### src/rtl/lfsr_pkg.sv
// Shared constants and helpers for the maximal-length LFSR pattern generator.
// Latency: n/a (elaboration-time functions only).
// Backpressure: n/a.
package lfsr_pkg;

  localparam int LFSR_MIN_N = 2;
  localparam int LFSR_MAX_N = 32;

  // Low n bits set; covers the full-word case without overflowing the shift.
  function automatic logic [31:0] width_mask(input int n);
    if (n >= 32) begin
      return 32'hFFFF_FFFF;
    end
    return (32'h1 << n) - 32'h1;
  endfunction

  // Feedback tap mask for a maximal-length polynomial of degree n.
  // Bit k set means polynomial term x^(k+1) participates in the XOR.
  function automatic logic [31:0] tap_mask(input int n);
    case (n)
      2:       return 32'h0000_0003;
      3:       return 32'h0000_0006;
      4:       return 32'h0000_000C;
      5:       return 32'h0000_0014;
      6:       return 32'h0000_0030;
      7:       return 32'h0000_0060;
      8:       return 32'h0000_00B8;
      9:       return 32'h0000_0110;
      10:      return 32'h0000_0240;
      11:      return 32'h0000_0500;
      12:      return 32'h0000_0829;
      13:      return 32'h0000_100D;
      14:      return 32'h0000_2015;
      15:      return 32'h0000_6000;
      16:      return 32'h0000_D008;
      17:      return 32'h0001_2000;
      18:      return 32'h0002_0400;
      19:      return 32'h0004_0023;
      20:      return 32'h0009_0000;
      21:      return 32'h0014_0000;
      22:      return 32'h0030_0000;
      23:      return 32'h0042_0000;
      24:      return 32'h00E1_0000;
      25:      return 32'h0120_0000;
      26:      return 32'h0200_0023;
      27:      return 32'h0400_0013;
      28:      return 32'h0900_0000;
      29:      return 32'h1400_0000;
      30:      return 32'h2000_0029;
      31:      return 32'h4800_0000;
      32:      return 32'h8020_0003;
      default: return 32'h0000_0000;
    endcase
  endfunction

  // Seed truncated to n bits; an all-zero result would lock the LFSR, so use 1.
  function automatic logic [31:0] seed_norm(input int n, input logic [31:0] seed);
    logic [31:0] m;
    m = seed & width_mask(n);
    return (m != 32'h0) ? m : 32'h1;
  endfunction

endpackage

### src/rtl/lfsr_tpg.sv
// Free-running Fibonacci LFSR producing one N-bit pseudo-random pattern per enabled clock.
// Latency: dout is the state register itself; new pattern visible right after the enabled edge.
// Backpressure: none; en=0 freezes the state, en=1 resumes from the held value.
module lfsr_tpg
  import lfsr_pkg::*;
#(
  parameter int          N    = 20,
  parameter logic [31:0] SEED = 32'd1
) (
  input  logic         clk,
  input  logic         rst_n,
  input  logic         en,
  output logic [N-1:0] dout
);

  generate
    if (N < LFSR_MIN_N || N > LFSR_MAX_N) begin : g_bad_width
      $error("lfsr_tpg: N=%0d outside supported range %0d..%0d", N, LFSR_MIN_N, LFSR_MAX_N);
    end
  endgenerate

  localparam logic [N-1:0] SEED_EFF = N'(seed_norm(N, SEED));
  localparam logic [N-1:0] TAPS     = N'(tap_mask(N));
  localparam logic [N-1:0] ONE      = N'(1);

  logic [N-1:0] state_q;
  logic [N-1:0] state_d;
  logic         fb;

  // Next state: hold, shift in the tap parity, or recover from the all-zero lock-up state.
  always_comb begin
    fb      = ^(state_q & TAPS);
    state_d = state_q;
    if (en) begin
      if (state_q == '0) begin
        state_d = ONE;
      end else begin
        state_d = {state_q[N-2:0], fb};
      end
    end
  end

  // State register; reset reloads the normalised seed without waiting for a clock.
  always_ff @(posedge clk or negedge rst_n) begin
    if (!rst_n) begin
      state_q <= SEED_EFF;
    end else begin
      state_q <= state_d;
    end
  end

  assign dout = state_q;

endmodule

### config.mk
export PLATFORM = sky130hd
export DESIGN_NAME = lfsr_tpg
export DESIGN_NICKNAME = d
export VERILOG_FILES = /design/src/rtl/lfsr_pkg.sv /design/src/rtl/lfsr_tpg.sv
export SDC_FILE = /design/constraint.sdc
export NUM_CORES = 1
export LEC_CHECK = 0
export BUFFER_PORTS_ARGS = -buffer_cell sky130_fd_sc_hd__buf_2
export CAP_MARGIN = 20
export CORE_MARGIN = 4
export CORE_UTILIZATION = 49
export CTS_CLUSTER_DIAMETER = 100
export DETAILED_ROUTE_END_ITERATION = 10
export GPL_TIMING_DRIVEN = 0
export PLACE_DENSITY = 0.75
export SLEW_MARGIN = 0
export SYNTH_ARGS = -nofsm -noshare
export SYNTH_HDL_FRONTEND = slang
export SYNTH_SLANG_ARGS = --single-unit
export TNS_END_PERCENT = 20
### constraint.sdc
create_clock -name clk -period 1.06 [get_ports clk]
set_input_delay 0.053 -clock clk [delete_from_list [all_inputs] [get_ports clk]]
set_output_delay 0.053 -clock clk [all_outputs]
set_load 0.01 [all_outputs]
**Yosys cells after proc, flatten, opt, wreduce, memory -nomap -nowiden**

Index checks and enable logic that the tools add are counted.
W data, S select, Z words.

- Flip-flop bits (word level): 20
- Memories: 0
- ROM bits: 0
- RAM bits: 0
- Input bits: 3
- Output and inout bits: 20
- Latch bits: 0
- Logic and storage cells: 4

- Equal/unequal tests: 0
- $add $sub $neg: 0
- Multipliers: 0
- Bitwise gates (word level): 0
- Reductions and logical operators: 2
- $lt $le $gt $ge: 0
- Div/mod/pow operators: 0
- Muxes and demuxes: 1
- Shift operators: 0

Operator list:

| operator | count |
|---|---|
| $logic_not A20 Y1 | 1 |
| $mux W20 | 1 |
| $reduce_xor A20 Y1 | 1 |

**Depth between registers and ports, before layout**

Gate-level depths: netlist of run 1.

- Depth after elaboration: 2
- Depth in mapped cells: 3
- Depth with buffers taken out: 3

**Worst setup path after synthesis of run 1**

No wires, ideal clock.

- Kind: register to register
- Start: register state_q[13], in the netlist dout[13]
- End: register state_q[0], in the netlist dout[0]
- Library setup time: 0.072 ns
- Stages on the path, launching flop included: 4
- Arrival time: 0.903 ns
- Slack: 0.085 ns
- Path buffers: 0
- Cells stage by stage: dfrtp_1 -> nor4b_2 -> nand4_1 -> o21ai_1

- Word-level cells in the longest chain between the ends: 2

RTL lines:

| element | RTL line | text |
|---|---|---|
| start: declaration | lfsr_tpg.sv:26 | `logic [N-1:0] state_q;` |
| start signal: assignment | lfsr_tpg.sv:48 | `state_q <= state_d;` |
| $logic_not A20 Y1 | lfsr_tpg.sv:35 | `if (state_q == '0) begin` |
| $mux W20 | lfsr_tpg.sv:35 |  |

No other way between the ends.
A chain may end at the register's enable or synchronous reset.

**Worst setup path after layout of run 1**

- Start: register state_q[14], in the netlist dout[14]
- End: register state_q[0], in the netlist dout[0]

The elaborated chain is that of the path after synthesis.

==> results.toml, run 1 <==
[outcome]
status = "complete, no violations"

[synth]
seq_area_frac_synth = 0.617
yosys.area.top_type_share = 0.585
avgSynthCellArea_um2 = 15.6
synth-edff-count = 0
synth_xor_xnor_area_share = 0.0108
synthDistinctLibCells = 14
synth_area_leaders = "dfrtp_1 58%, mux2_2 26%, dfstp_2 3.2%, buf_4 1.8%, nor4b_2 1.8%"
synth-main-ff-cell = "dfrtp_1"
synth_fp_nets = 55
ys_ff_latch = 20
synthCells = 52
synth_top_family_by_area = "multiplexers"
synth-compound-area-share = 0.00615
syn_area_um2 = 813
async_flop_share = 1.00
synth_mux_area_frac = 0.275
synth_top_area_cell = "dfrtp_1"
yosys.area_share.simple = 0.0723
synthTopCellsByCount = "19 x dfrtp_1, 19 x mux2_2, 2 x buf_4, 2 x nor4_1"
synthAdderAreaFrac = 0
yosys_warnings = 0

[place]
port_buffers = 22
place_area_um2 = 943
place_congestion = 0.687
post-place-ws_ns = 0.0286

[global_routing]
grtUsageMet3 = 0.0337
grtUsageMet1 = 0.171
gr-total-overflow = 0
grt_max_degree = 21
grt_pass1_vias = 534
antenna_found_initial = 0
gr-max-usage-layer = "met2"
grt_use_total = 0.129
grt_pass1_wl_um = 2440
grt.met2_usage = 0.198

[layout]
drive_gt1_frac = 0.654
fin_util = 0.660
final_area_um2 = 1020
n_antenna_cell = 0
fin_nets = 85
largest_register_ff_count = 20
syn2layout_area_growth_pct = 25.1

[setup_path]
slowest_stage = "dfrtp_1"
critical-path-max-stage-delay_ns = 0.43
critical_path_class = "reg -> reg"
cp_cell_sequence = "nor4_2 -> nand4_1 -> o21ai_1"
ff2ff_setup_slack_ns = 0.04
reg2reg_to = "dout[0]"
r2r_cells = 3
cp_max_fo = 4
worstPathRequired_ns = 1.29
rr_startpoint = "dout[14]"
path_depth = 3
crit_arrival_ns = 1.25
cp_num_buf_inv = 0
start_kind = "flip-flop"
critPathTopFamily = "flip-flops"
end_kind = "flip-flop"

[clock_network]
insertion_delay_ns = 0.29
clkSinkCount = 20
cts_tree = "done"
htree_num_levels = 1
cts_made_buffers = 3
cts-root-buf = "clkbuf_4"
clk_pin_slew_worst_paths_ns = 0.10
clk_path_buf_depth = 2

[worst_hold_path]
min-delay-start = "en"
min_to = "dout[0]"
hp-class = "in -> reg"
hold_depth = 4

[timing]
final.min_clock_period_ns = 1.02
setup_viol = 0
max_freq_mhz = 979
relSlewSlack = 0.711
drv_slew = 0
fin_ws_ns = 0.0383
hold_viol = 0
clock_skew_ns = 0.000244
tightestPinTransition_ns = 0.433
rsz0062_at_grt = "true"
period_share = 0.964
setup_tns_ns = 0

[power_and_ir_drop]
total_power_mw = 2.97
peakVddDrop_uv = 1520
p_per_area_nw_per_um2 = 2920
p_leak_nw = 0.535

[route]
drt_pass1_iterations = 4
drc = 0
drt-initial-drc-count = 3
wl_per_cell_um = 14.6
routed_wl_um = 1420
viasPerCell = 5.37
ant_nets = 0
vias = 521

[floorplanning]
core_um2 = 1540
start_util = 0.528
std_cell_rows = 14
fp.dieH_um = 48.7
ioPinCount = 23
die-area_um2 = 2380
die_w_um = 48.7

[run]
drv_cap = 0
==> kinds of logic (layout without fill, tap and decap cells) <==
group,after synthesis,in the layout
DFF,20,20
xor gates and xnor gates,1,1
AOI/OAI and AO/OA,1,1
muxes,20,20
buffers and inverters,2,31
and+or+nand+nor,8,8
==> cell type report <==
class,instances,area [um^2]
Fill cell,124,524
Sequential cell,20,502
Multi-Input combinational cell,30,303
Timing Repair Buffer,25,141
Clock buffer,4,36.3
Tap cell,16,20.0
Buffer,2,15.0
==> where the power goes <==
group / internal (mW) / leakage, nW / switching (mW) / total [mW]
clock: 0.209 / 0.0210 / 0.210 / 0.419
sequential: 1.10 / 0.260 / 0.344 / 1.44
combinational: 0.637 / 0.255 / 0.472 / 1.11
total: 1.95 / 0.535 / 1.03 / 2.97
==> worst max path at each step <==
stage | slack [ns] | to | from
floorplan | 0.08 | dout[0] | dout[13]
global placement | 0.03 | dout[0] | dout[6]
detailed placement | 0.03 | dout[0] | dout[6]
CTS | 0.003 | dout[0] | dout[0]
global route | -0.04 | dout[0] | dout[17]
finish | 0.04 | dout[0] | dout[14]
==> cell usage in the layout, fill, tap and decap left out <==
master         count
nor3_1             1
dfrtp_1           19
nor4_2             2
nand4_1            1
xor2_1             1
nor4b_2            1
dfstp_2            1
mux2i_1            1
o21ai_1            1
buf_6              1
clkbuf_4           3
nor4_1             1
dlygate4sd3_1      1
mux2_2            19
buf_2             21
nand2_1            1
clkbuf_8           1
buf_4              4
nor2_1             1
==> tightest hold or removal path, stage by stage <==
cell and delay, ns:
buf_2 0.11, nor4b_2 0.15, nand4_1 0.08, o21ai_1 0.05
==> per-layer routing <==
| layer | vias to the layer above | routed length [um] |
|---|---|---|
| li1 | 250 | - |
| met1 | 251 | 647 |
| met2 | 18 | 666 |
| met3 | 2 | 92 |
| met4 | 0 | 12 |
| met5 | - | 0 |
==> timing repair <==
action / CTS / global route
setup endpoints to repair: 0 / 2
resized for setup: 0 / 2
hold endpoints to repair: 19 / 0
buffers inserted: 0 / 2
hold buffers: 1 / 0
==> stage by stage <==
| step | hold slack, ns | cells |
|---|---|---|
| after global placement | 0.0153 | 90 |
| after global routing | 0.156 | 97 |
| final | 0.154 | 97 |
| after CTS | 0.139 | 95 |
| after detailed placement | 0.0155 | 90 |
| after floorplan | -0.243 | 52 |
Power figures use the tool's default switching activity.
==> inputs of run 2 (changes only) <==
--- a/config.mk
+++ b/config.mk
@@ -13,6 +13,7 @@
 export DETAILED_ROUTE_END_ITERATION = 10
 export GPL_TIMING_DRIVEN = 0
 export PLACE_DENSITY = 0.75
+export RECOVER_POWER = 50
 export SLEW_MARGIN = 0
 export SYNTH_ARGS = -nofsm -noshare
 export SYNTH_HDL_FRONTEND = slang
==> run 2 against run 1 <==
Effect of this change: worst setup slack is the same; non-clock buffer count is the same; sequential power is essentially flat; clock-buffer cell count is the same; sequential share of layout area is the same; die area is the same; combinational power is essentially flat; final cell count is the same.
==> results.toml, run 2 (synthesized netlist as in run 1, its figures left out) <==
[setup_path]
start_kind = "flip-flop"
critical_path_class = "reg -> reg"
critical-path-max-stage-delay_ns = 0.43
cp_max_fo = 4
crit_arrival_ns = 1.25
critPathTopFamily = "flip-flops"
worstPathRequired_ns = 1.29
cp_cell_sequence = "nor4_2 -> nand4_1 -> o21ai_1"
end_kind = "flip-flop"
cp_num_buf_inv = 0
slowest_stage = "dfrtp_1"

[clock_network]
clk_pin_slew_worst_paths_ns = 0.10
insertion_delay_ns = 0.29
clkSinkCount = 20
htree_num_levels = 1
cts-root-buf = "clkbuf_4"
cts_tree = "done"
cts_made_buffers = 3
clk_path_buf_depth = 2

[timing]
clock_skew_ns = 0.000244
tightestPinTransition_ns = 0.482
max_freq_mhz = 979
final.min_clock_period_ns = 1.02
setup_viol = 0
relSlewSlack = 0.679
fin_ws_ns = 0.0383
period_share = 0.964
rsz0062_at_grt = "true"
hold_viol = 0
drv_slew = 0
setup_tns_ns = 0

[global_routing]
grt_max_degree = 21
grt_use_total = 0.129
gr-total-overflow = 0
grt_pass1_vias = 534
antenna_found_initial = 0
grt_pass1_wl_um = 2440

[place]
port_buffers = 22
post-place-ws_ns = 0.0286
place_area_um2 = 943
place_congestion = 0.687

[floorplanning]
ioPinCount = 23
die_w_um = 48.7
die-area_um2 = 2380
fp.dieH_um = 48.7
start_util = 0.528
core_um2 = 1540
std_cell_rows = 14

[route]
vias = 521
viasPerCell = 5.37
drc = 0
drt-initial-drc-count = 3
routed_wl_um = 1420
drt_pass1_iterations = 4
ant_nets = 0
wl_per_cell_um = 14.6

[power_and_ir_drop]
p_per_area_nw_per_um2 = 2920
p_leak_nw = 0.536
peakVddDrop_uv = 1520
total_power_mw = 2.97

[layout]
multi_input_area_um2 = 303
syn2layout_area_growth_pct = 25.1
final_common_cell = "buf_2"
ff_latch_area_um2 = 502
fin_nets = 85
final_area_um2 = 1020
largest_register_ff_count = 20
n_antenna_cell = 0
fillers = 124
drive_gt1_frac = 0.654
layout_common_cells = "20 x buf_2, 19 x mux2_2, 19 x dfrtp_1"

[run]
drv_cap = 0

[outcome]
status = "complete, no violations"

[worst_hold_path]
hp-class = "in -> reg"
## run 2: what timing repair did
| item | 4_1_cts | 5_1_grt |
|---|---|---|
| setup buffers | 0 | 2 |
| endpoints found under the setup margin | 0 | 2 |
| endpoints found under the hold margin | 19 | 0 |
| hold buffers | 1 | 0 |
| gates resized for setup | 0 | 2 |
## run 2: metal layers
| metal | part of all wire | vias to the layer above | GRT usage | wire length (um) |
|---|---|---|---|---|
| met4 | 0.0085 | 0 | 0.0538 | 12 |
| met2 | 0.47 | 18 | 0.198 | 666 |
| met1 | 0.46 | 251 | 0.171 | 647 |
| met3 | 0.065 | 2 | 0.0337 | 92 |
| met5 | 0 | - | 0 | 0 |
| li1 | - | 250 | - | - |
## run 2: worst reg2reg max path, cell delays in order, from the launching register on
cell and delay [ns]:
dfrtp_1 0.43, nor4_2 0.29, nand4_1 0.11, o21ai_1 0.13
## run 2: area by class of cell
cell class	count	share of cell area
Multi-Input combinational cell	30	0.298
Timing Repair Buffer	25	0.139
Tap cell	16	0.0197
Sequential cell	20	0.493
Clock buffer	4	0.0357
Buffer	2	0.0148
## run 2: power breakdown
group / leakage, nW / internal, mW / switching (mW)
Clock: 0.0210 / 0.209 / 0.210
Combinational: 0.255 / 0.637 / 0.473
Sequential: 0.260 / 1.10 / 0.344
## run 2: worst paths after layout
path / startpoint / to / slack (ns) / depth (start not counted)
worst min-delay path: en / dout[0] / 0.15 / 4
max in group asynchronous: rst_n / dout[0] / 0.47 / 2
worst max-delay path: dout[14] / dout[0] / 0.04 / 3
worst max register to register: dout[14] / dout[0] / 0.04 / 3
min in group asynchronous: rst_n / dout[5] / 0.24 / 2
worst min register to register: dout[11] / dout[0] / 0.55 / 3
## run 2: through the flow
stage,util,cells,hold slack (ns)
global placement,0.612,90,0.0153
detailed placement,0.612,90,0.0155
floorplan,-,52,-0.243
finish,0.660,97,0.154
global route,0.660,97,0.156
CTS,0.642,95,0.139
